===== config.mk =====
export PLATFORM = sky130hd
export DESIGN_NAME = div_module
export DESIGN_NICKNAME = d
export VERILOG_FILES = /design/src/rtl/div_module.sv
export SDC_FILE = /design/constraint.sdc
export NUM_CORES = 1
export LEC_CHECK = 0
export CORE_MARGIN = 2
export CORE_UTILIZATION = 45
export DETAILED_ROUTE_END_ITERATION = 8
export GPL_ROUTABILITY_DRIVEN = 0
export PLACE_DENSITY = 0.7
export SYNTH_ARGS = -nofsm -noshare
export SYNTH_HDL_FRONTEND = slang
export SYNTH_SLANG_ARGS = --single-unit

===== constraint.sdc =====
create_clock -name clock -period 3.4 [get_ports clock]
set_input_delay 0.68 -clock clock [delete_from_list [all_inputs] [get_ports clock]]
set_output_delay 0.68 -clock clock [all_outputs]
set_load 0.01 [all_outputs]

===== src/rtl/div_module.sv =====
// ============================================================================
// Module   : div_module
// Purpose  : iterative signed restoring divider (32/16, one quotient bit per clock)
//            with a level-held ctrl / inputRDY / resultRDY / exception handshake.
//            Optional remainder output: define DIV_REMAINDER_EN.
// Revision : 1.0  initial release
// ============================================================================
`default_nettype none

module div_module #(
  parameter int WIDTH_A = 32,
  parameter int WIDTH_B = 16
) (
  input  logic               clock,
  input  logic               reset_n,
  input  logic [WIDTH_A-1:0] data_operandA,
  input  logic [WIDTH_B-1:0] data_operandB,
  input  logic               ctrl_DIV,
  output logic [WIDTH_A-1:0] data_result,
`ifdef DIV_REMAINDER_EN
  output logic [WIDTH_B-1:0] data_remainder,
`endif
  output logic               data_exception,
  output logic               data_inputRDY,
  output logic               data_resultRDY
);

  localparam int CNT_W = $clog2(WIDTH_A);

  localparam logic [2:0] S_IDLE = 3'd0;
  localparam logic [2:0] S_PREP = 3'd1;
  localparam logic [2:0] S_ITER = 3'd2;
  localparam logic [2:0] S_FIX  = 3'd3;
  localparam logic [2:0] S_DONE = 3'd4;

  logic [2:0]         state_q, state_d;
  logic [CNT_W-1:0]   cnt_q;
  logic [WIDTH_A-1:0] quot_q;
  logic [WIDTH_A-1:0] result_q;
  logic [WIDTH_B-1:0] div_q;
  logic [WIDTH_B-1:0] rem_q;
  logic               exc_q;
  logic               neg_q;
`ifdef DIV_REMAINDER_EN
  logic               rneg_q;
  logic [WIDTH_B-1:0] rem_res_q;
`endif

  logic               w_div_zero;
  logic               w_ovf;
  logic               w_last;
  logic [WIDTH_A-1:0] w_abs_a;
  logic [WIDTH_B-1:0] w_abs_b;
  logic [WIDTH_B:0]   w_shift;
  logic [WIDTH_B+1:0] w_trial;
  logic               w_trial_ok;
  logic [WIDTH_B:0]   w_rem_nxt;
  logic               w_unused;

  assign w_div_zero = (div_q == '0);
  assign w_ovf      = (quot_q == {1'b1, {(WIDTH_A-1){1'b0}}}) && (div_q == '1);
  assign w_last     = (cnt_q == CNT_W'(WIDTH_A-1));
  assign w_abs_a    = quot_q[WIDTH_A-1] ? -quot_q : quot_q;
  assign w_abs_b    = div_q[WIDTH_B-1]  ? -div_q  : div_q;

  // Partial remainder stays below |B|, so its top bit after restore is always zero.
  assign w_shift    = {rem_q, quot_q[WIDTH_A-1]};
  assign w_trial    = {1'b0, w_shift} - {2'b00, div_q};
  assign w_trial_ok = ~w_trial[WIDTH_B+1];
  assign w_rem_nxt  = w_trial_ok ? w_trial[WIDTH_B:0] : w_shift;
  assign w_unused   = w_rem_nxt[WIDTH_B];

  always_ff @(posedge clock or negedge reset_n) begin
    if (!reset_n) begin
      state_q <= S_IDLE;
    end else begin
      state_q <= state_d;
    end
  end

  always_comb begin
    state_d = state_q;
    case (state_q)
      S_IDLE: if (ctrl_DIV) state_d = S_PREP;
      S_PREP: begin
        if (!ctrl_DIV)                state_d = S_IDLE;
        else if (w_div_zero || w_ovf) state_d = S_DONE;
        else                          state_d = S_ITER;
      end
      S_ITER: begin
        if (!ctrl_DIV)   state_d = S_IDLE;
        else if (w_last) state_d = S_FIX;
      end
      S_FIX:  state_d = ctrl_DIV ? S_DONE : S_IDLE;
      S_DONE: if (!ctrl_DIV) state_d = S_IDLE;
      default: state_d = S_IDLE;
    endcase
  end

  always_comb begin
    data_inputRDY  = (state_q == S_IDLE);
    data_resultRDY = (state_q == S_DONE);
  end

  always_ff @(posedge clock or negedge reset_n) begin
    if (!reset_n) begin
      cnt_q     <= '0;
      quot_q    <= '0;
      result_q  <= '0;
      div_q     <= '0;
      rem_q     <= '0;
      exc_q     <= 1'b0;
      neg_q     <= 1'b0;
`ifdef DIV_REMAINDER_EN
      rneg_q    <= 1'b0;
      rem_res_q <= '0;
`endif
    end else begin
      case (state_q)
        S_IDLE: begin
          if (ctrl_DIV) begin
            quot_q <= data_operandA;
            div_q  <= data_operandB;
            exc_q  <= 1'b0;
          end
        end
        S_PREP: begin
          if (ctrl_DIV) begin
            if (w_div_zero || w_ovf) begin
              result_q  <= w_div_zero ? '0 : quot_q;
              exc_q     <= 1'b1;
`ifdef DIV_REMAINDER_EN
              rem_res_q <= '0;
`endif
            end else begin
              quot_q <= w_abs_a;
              div_q  <= w_abs_b;
              neg_q  <= quot_q[WIDTH_A-1] ^ div_q[WIDTH_B-1];
`ifdef DIV_REMAINDER_EN
              rneg_q <= quot_q[WIDTH_A-1];
`endif
              rem_q  <= '0;
              cnt_q  <= '0;
            end
          end
        end
        S_ITER: begin
          if (ctrl_DIV) begin
            cnt_q  <= cnt_q + CNT_W'(1);
            rem_q  <= w_rem_nxt[WIDTH_B-1:0];
            quot_q <= {quot_q[WIDTH_A-2:0], w_trial_ok};
          end
        end
        S_FIX: begin
          if (ctrl_DIV) begin
            result_q  <= neg_q ? -quot_q : quot_q;
`ifdef DIV_REMAINDER_EN
            rem_res_q <= rneg_q ? -rem_q : rem_q;
`endif
          end
        end
        S_DONE: begin
          if (!ctrl_DIV) exc_q <= 1'b0;
        end
        default: ;
      endcase
    end
  end

  assign data_result    = result_q;
  assign data_exception = exc_q;
`ifdef DIV_REMAINDER_EN
  assign data_remainder = rem_res_q;
`endif

endmodule

`default_nettype wire


== Word-level counts from Yosys, hierarchy flattened ==
Index checks and enable logic that the tools add are counted.
Cells by class
  bitwise logic cells: 3
  reductions and logical operators: 18
  $add $sub $neg: 4
  equality and inequality tests: 17
  mux-type cells: 39
Operators by type and width (number)
  32-bit two-way mux: 10
  16-bit two-way mux: 8
  32-bit one-hot mux with 3 select lines: 1
  16-bit one-hot mux with 2 select lines: 2
  32-bit one-hot mux with 2 select lines: 1
  32-bit equality test, second input constant: 1
  32-bit negation: 1
  3-bit two-way mux: 7
  2-bit != test, second input constant: 9
  17-bit by 16-bit subtractor with 18-bit output: 1
  16-bit equality test, second input constant: 1
  16-bit logical NOT: 1
  16-bit negation: 1
  5-bit two-way mux: 3
  3-bit one-hot mux with 5 select lines: 1
  5-bit AND reduction: 3
  4-bit AND reduction: 3
  5-bit one-hot mux with 2 select lines: 1
  3-bit by 2-bit equality test with 1-bit output, second input constant: 2
  3-bit AND reduction: 2
  6-bit AND reduction: 1
  2-bit nonzero test: 3
  3-bit nonzero test: 2
  5-bit by 1-bit adder with 5-bit output, second input constant: 1
  11 further kinds: 15
Storage, ports and cells
  logic and storage cells: 91
  flip-flop bits (word level): 106

== Depth between registers and ports, before layout ==
  depth after elaboration: 6
  gate-level depth with buffers: 11
  gate-level depth less buffers: 11

== Least setup slack after synthesis ==
Ideal clock, no wire load.
  kind: register to register
  start: reg div_q[12]
  end: reg rem_q[1]
  arrival: 2609 ps
  cell stages (with the launch flop): 11
  required time: 3274 ps
  path buffers: 1
  period minus slack after synthesis: 2735 ps
  slack: 665 ps
  cell sequence: dfrtp_1 inv_1 ha_1 a21oi_1 o21ai_0 a2111o_1 a211oi_1 nand2b_1 clkbuf_1 nor2_1 a221o_1
On the way
  cells in the longest elaborated chain, start to end: 5
  elaborated cells between the ends (all ways): 10
  classes of those cells: add/sub (1); eq/ne (2); mux (3); reduce/logical (4)
RTL lines
  start, declared: RTL line 40  | logic [WIDTH_B-1:0] div_q;
  start signal, assigned: RTL line 123  | div_q <= data_operandB;
  start signal, assigned: RTL line 137  | div_q <= w_abs_b;
  parallel branches: the longest is 5 deep, another holds 17-bit by 16-bit subtractor with 18-bit output
  end signal, assigned: RTL line 150  | rem_q <= w_rem_nxt[WIDTH_B-1:0];
  end, declared: RTL line 41  | logic [WIDTH_B-1:0] rem_q;
Parallel ways; which one is timed is not known. The select of a mux whose other input is x is not followed.
A chain may end at the register's enable or synchronous reset.

== Worst setup path in the final report ==
  start: reg quot_q[13]
  end: reg result_q[22], in the netlist data_result[22]
On the way
  cells in the longest elaborated chain, start to end: 5
  elaborated cells between the ends (all ways): 9
  classes of those cells: add/sub (1); eq/ne (2); mux (3); reduce/logical (3)
RTL lines
  start, declared: RTL line 38  | logic [WIDTH_A-1:0] quot_q;
  start signal, assigned: RTL line 122  | quot_q <= data_operandA;
  start signal, assigned: RTL line 136  | quot_q <= w_abs_a;
  start signal, assigned: RTL line 151  | quot_q <= {quot_q[WIDTH_A-2:0], w_trial_ok};
  parallel branches: the longest is 5 deep, another holds 32-bit negation
  end signal, assigned: RTL line 130  | result_q <= w_div_zero ? '0 : quot_q;
  end signal, assigned: RTL line 156  | result_q <= neg_q ? -quot_q : quot_q;
  end, declared: RTL line 39  | logic [WIDTH_A-1:0] result_q;
Parallel ways; which one is timed is not known. The select of a mux whose other input is x is not followed.

==> summary.txt <==
CTS
  – Longest Clk Path Bufs: 2
  – Root Driver: clkbuf_16
  – Clock H-tree levels: 3
  – CTS buffer count: 9
  – # hold bufs at CTS: 0
  – Post_cts resized: 0
  – Clk slew on worst S/H paths: 80 ps
  – CTS tree: yes
  – Setup Buffers After CTS: 0
  – CTS Sinks: approximately 110
  – Worst-skew pair later-pin latency: between 300 and 400 ps

Setup path
  – CP Class: flop to flop
  – WP buf/inv: 1
  – Critical-path top delay cell: or4_4
  – CP endpoint kind: flop
  – Worst r2r src: quot_q[13]
  – CP Cell Sequence: or4_4 > or3_4 > nor4_4 > nand3_1 > a211o_2 > buf_4 > nor2_4 > a22o_1
  – R2r endpoint: data_result[22]
  – Critical Path Fanout Max: 34
  – CP max stage delay: about 600 ps
  – Reg-to-reg slack, setup: between 300 and 400 ps
  – Cell family with most CP delay: simple AND/OR/NAND/NOR gates
  – FF-to-FF path depth: 8
  – Nature of the critical path startpoint: flop
  – WP data required: 3710 ps
  – CP Data Arrival Time: 3350 ps

Synthesis
  – Syn Area/Cell: 8.27 µm²
  – Compound-Gate Fraction of Synth Area: 0.291
  – Post-synth EDFFs: 0
  – Synth top area share: 0.366
  – Mapped Cells: just under 900
  – Largest area contributor in the netlist: dfrtp_1
  – Main combinational cell family by area after synthesis: compound AO/OA/AOI/OAI gates
  – Mux cell area share after synthesis: 0.00605
  – FF+latch count, synth: roughly 110
  – Synth Area in Adders: 0.0408
  – Register area share after synthesis: 0.366
  – Syn Nets: between 900 and 1,000
  – Warnings from Yosys: 0
  – Cell variety after synth: between 60 and 70
  – Xor and xnor fraction of the mapped netlist area: 0.0327
  – Synth area leaders: dfrtp_1 37%, o21ai_0 6.7%, a21oi_1 5.5%
  – Synthesized cell area: between 7000 and 8000 µm²
  – Simple-gate share of the synthesized area: 0.206
  – Synth Flop Type: dfrtp_1
  – Async SR Flop Fraction: 1.00

Global route
  – Gr usage total: 0.252
  – Antenna violations before repair: 0
  – Largest net degree at the start of global routing: 58
  – GR Overflow Total: 0
  – Global-route wire length before repair: ~34,000 µm
  – Vias in the first global route: 6,410

Final layout
  – Ant diodes: 0
  – Area delta synth->final: 19.3%
  – Non-filler instance count after layout: 1,161
  – Nets@finish: between 1,000 and 1,500
  – Layout cells sized above 1: 0.0868
  – Cell area after layout: roughly 8600 µm²

Drt
  – First-pass detailed-route iteration total: 7
  – # DRC: 0
  – Via density: about 6.1
  – Per-cell routed wire length: 18.2 µm
  – Vias: between 7,000 and 8,000
  – Starting DRC count in detailed routing: around 910
  – ANT nets after route: 0
  – Post-Route WL: around 21,000 µm

Placement
  – Placed cells: about 1,100
  – Port Buffers: 85
  – Placed inst area: ~8300 µm²
  – DP HPWL: ~15,000 µm
  – Worst slack, placed: approximately 430 ps

Timing
  – Slew HR: 0.483
  – # setup viols final: 0
  – Tcrit/Tclk final: 0.893
  – RSZ-0062 raised after global routing: false
  – Clk_skew: around 11 ps
  – Fin. Hold Viols: 0
  – Post-route setup slack: approximately 360 ps
  – Min Hold Slack: 371 ps
  – Worst-Margin Slew: 775 ps
  – Max-slew violation count: 0
  – Final min period: 3040 ps
  – TNS Setup: 0 ps
  – Fmax: approximately 0.33 GHz

Die
  – # rows: 46
  – Die width: 131 µm
  – Die footprint: 17,100 µm²
  – Core Box Area: about 16,000 µm²
  – Initial Util: 0.458
  – Io pins: 86
  – Die Height: between 100 and 150 µm

Power and ir drop
  – Peak VDD IR: about 0.32 mV
  – Pwr Density: around 700 nW/µm²
  – Total leakage power: 3.58 nW

Hold path
  – Tightest Hold Check Type: input port to asynchronous set/reset pin

Run
  – Max-cap violations: 0

Status
  – Status: finished clean
layer usage:
layer  part of all wire  wire length, µm  global-route usage  vias up
li1                   -                -                   -     3357
met1               0.45             9470               0.353     3364
met2               0.46             9720               0.398      318
met3              0.075             1590              0.0501       35
met4              0.019              405              0.0720        0
met5                  0                0                   0        -
kinds of logic after synthesis:
kind of cell | after synthesis
adders and majority gates | 23
buffers and inverters | 95
xor gates and xnor gates | 27
DFF | 106
muxes | 4
AOI/OAI and AO/OA | 316
and+or+nand+nor | 305
Yosys cell counts (all sizes together), types with 4 or more instances:
library cell and instances:
or3 13, dfrtp 106, buf 20, clkbuf 46, inv 28, nand2 97, o211ai 8, nor2 74
and3 5, a31oi 15, nor3 32, o22ai 5, and2 6, a221o 10, nor2b 8, nand2b 8
nor4 6, o31ai 14, a22oi 18, ha 22, xor2 15, o21bai 5, nand4b 4, a22o 12
nand3 24, a211oi 6, nor3b 7, a21o 6, o21ai 98, xnor2 12, nand3b 4, nand4 11
or4 5, a21oi 79, a222oi 14
power breakdown:
group          switching, mW  leakage (nW)  internal [mW]  total (mW)
logic                   1.56          2.08           1.22        2.78
registers              0.552          1.35           1.67        2.22
clock network          0.524         0.150          0.600        1.12
total                   2.64          3.58           3.49        6.13
area by class of cell:
| type | count | area, µm² |
|---|---|---|
| inverter | 29 | 109 |
| tap | 216 | 270 |
| clock inverter | 6 | 72.6 |
| sequential | 106 | 2650 |
| clock buffer | 10 | 239 |
| timing repair buffer | 119 | 1100 |
| multi-input combinational | 675 | 4190 |
| fill | 1479 | 7190 |
sequential cells by signal (all words and copies together) (netlist names):
name            count
data_result        32
quot_q             32
div_q              16
rem_q              16
cnt_q               5
state_q             3
data_exception      1
neg_q               1
cell usage in the layout (no fill, tap or decap), types with 6 or more instances in the layout:
cell type	synthesis	final
o211ai_1	7	7
ha_1	22	22
nor2b_1	8	8
a31oi_1	14	13
a222oi_1	14	14
a22oi_1	18	18
a21o_1	6	6
xnor2_1	12	12
dfrtp_1	106	106
nand2_1	97	97
inv_1	28	28
nand2b_1	8	8
xor2_1	15	15
a22o_1	12	12
clkbuf_16	0	9
nor3_1	32	31
nand3_1	24	24
and2_1	6	6
a211oi_1	6	6
buf_4	2	35
or3_1	12	12
nor2_1	73	73
o31ai_2	12	12
nand4_1	11	11
a21oi_1	79	79
nor3b_1	7	6
o21ai_0	97	97
a221o_1	10	10
clkdlybuf4s50_1	0	84
per-stage QoR:
stage / utilization / power [mW]
5_1_grt: 0.546 / 6.57
6_report: 0.546 / 6.13
3_5_place_dp: 0.526 / 4.99
2_1_floorplan: - / 4.01
3_3_place_gp: 0.526 / 4.95
4_1_cts: 0.546 / 6.11
worst max-delay path by stage:
stage / slack [ps] / to / start / cells after the start
after floorplan: 660 / rem_q[1] / div_q[12] / 10
after CTS: 410 / data_result[7] / quot_q[13] / 7
after detailed placement: 430 / data_result[22] / quot_q[13] / 8
after global routing: 190 / rem_q[11] / div_q[12] / 9
final: 360 / data_result[22] / quot_q[13] / 8
after global placement: 490 / rem_q[6] / div_q[12] / 9
worst reg2reg max path, delay by kind of cell (launching register included):
kind,cells,cell delay (ps)
DFF,1,490
and+or+nand+nor,5,1740
buffers and inverters,1,260
AOI/OAI and AO/OA,2,490
(Power assumes the default switching activity.)
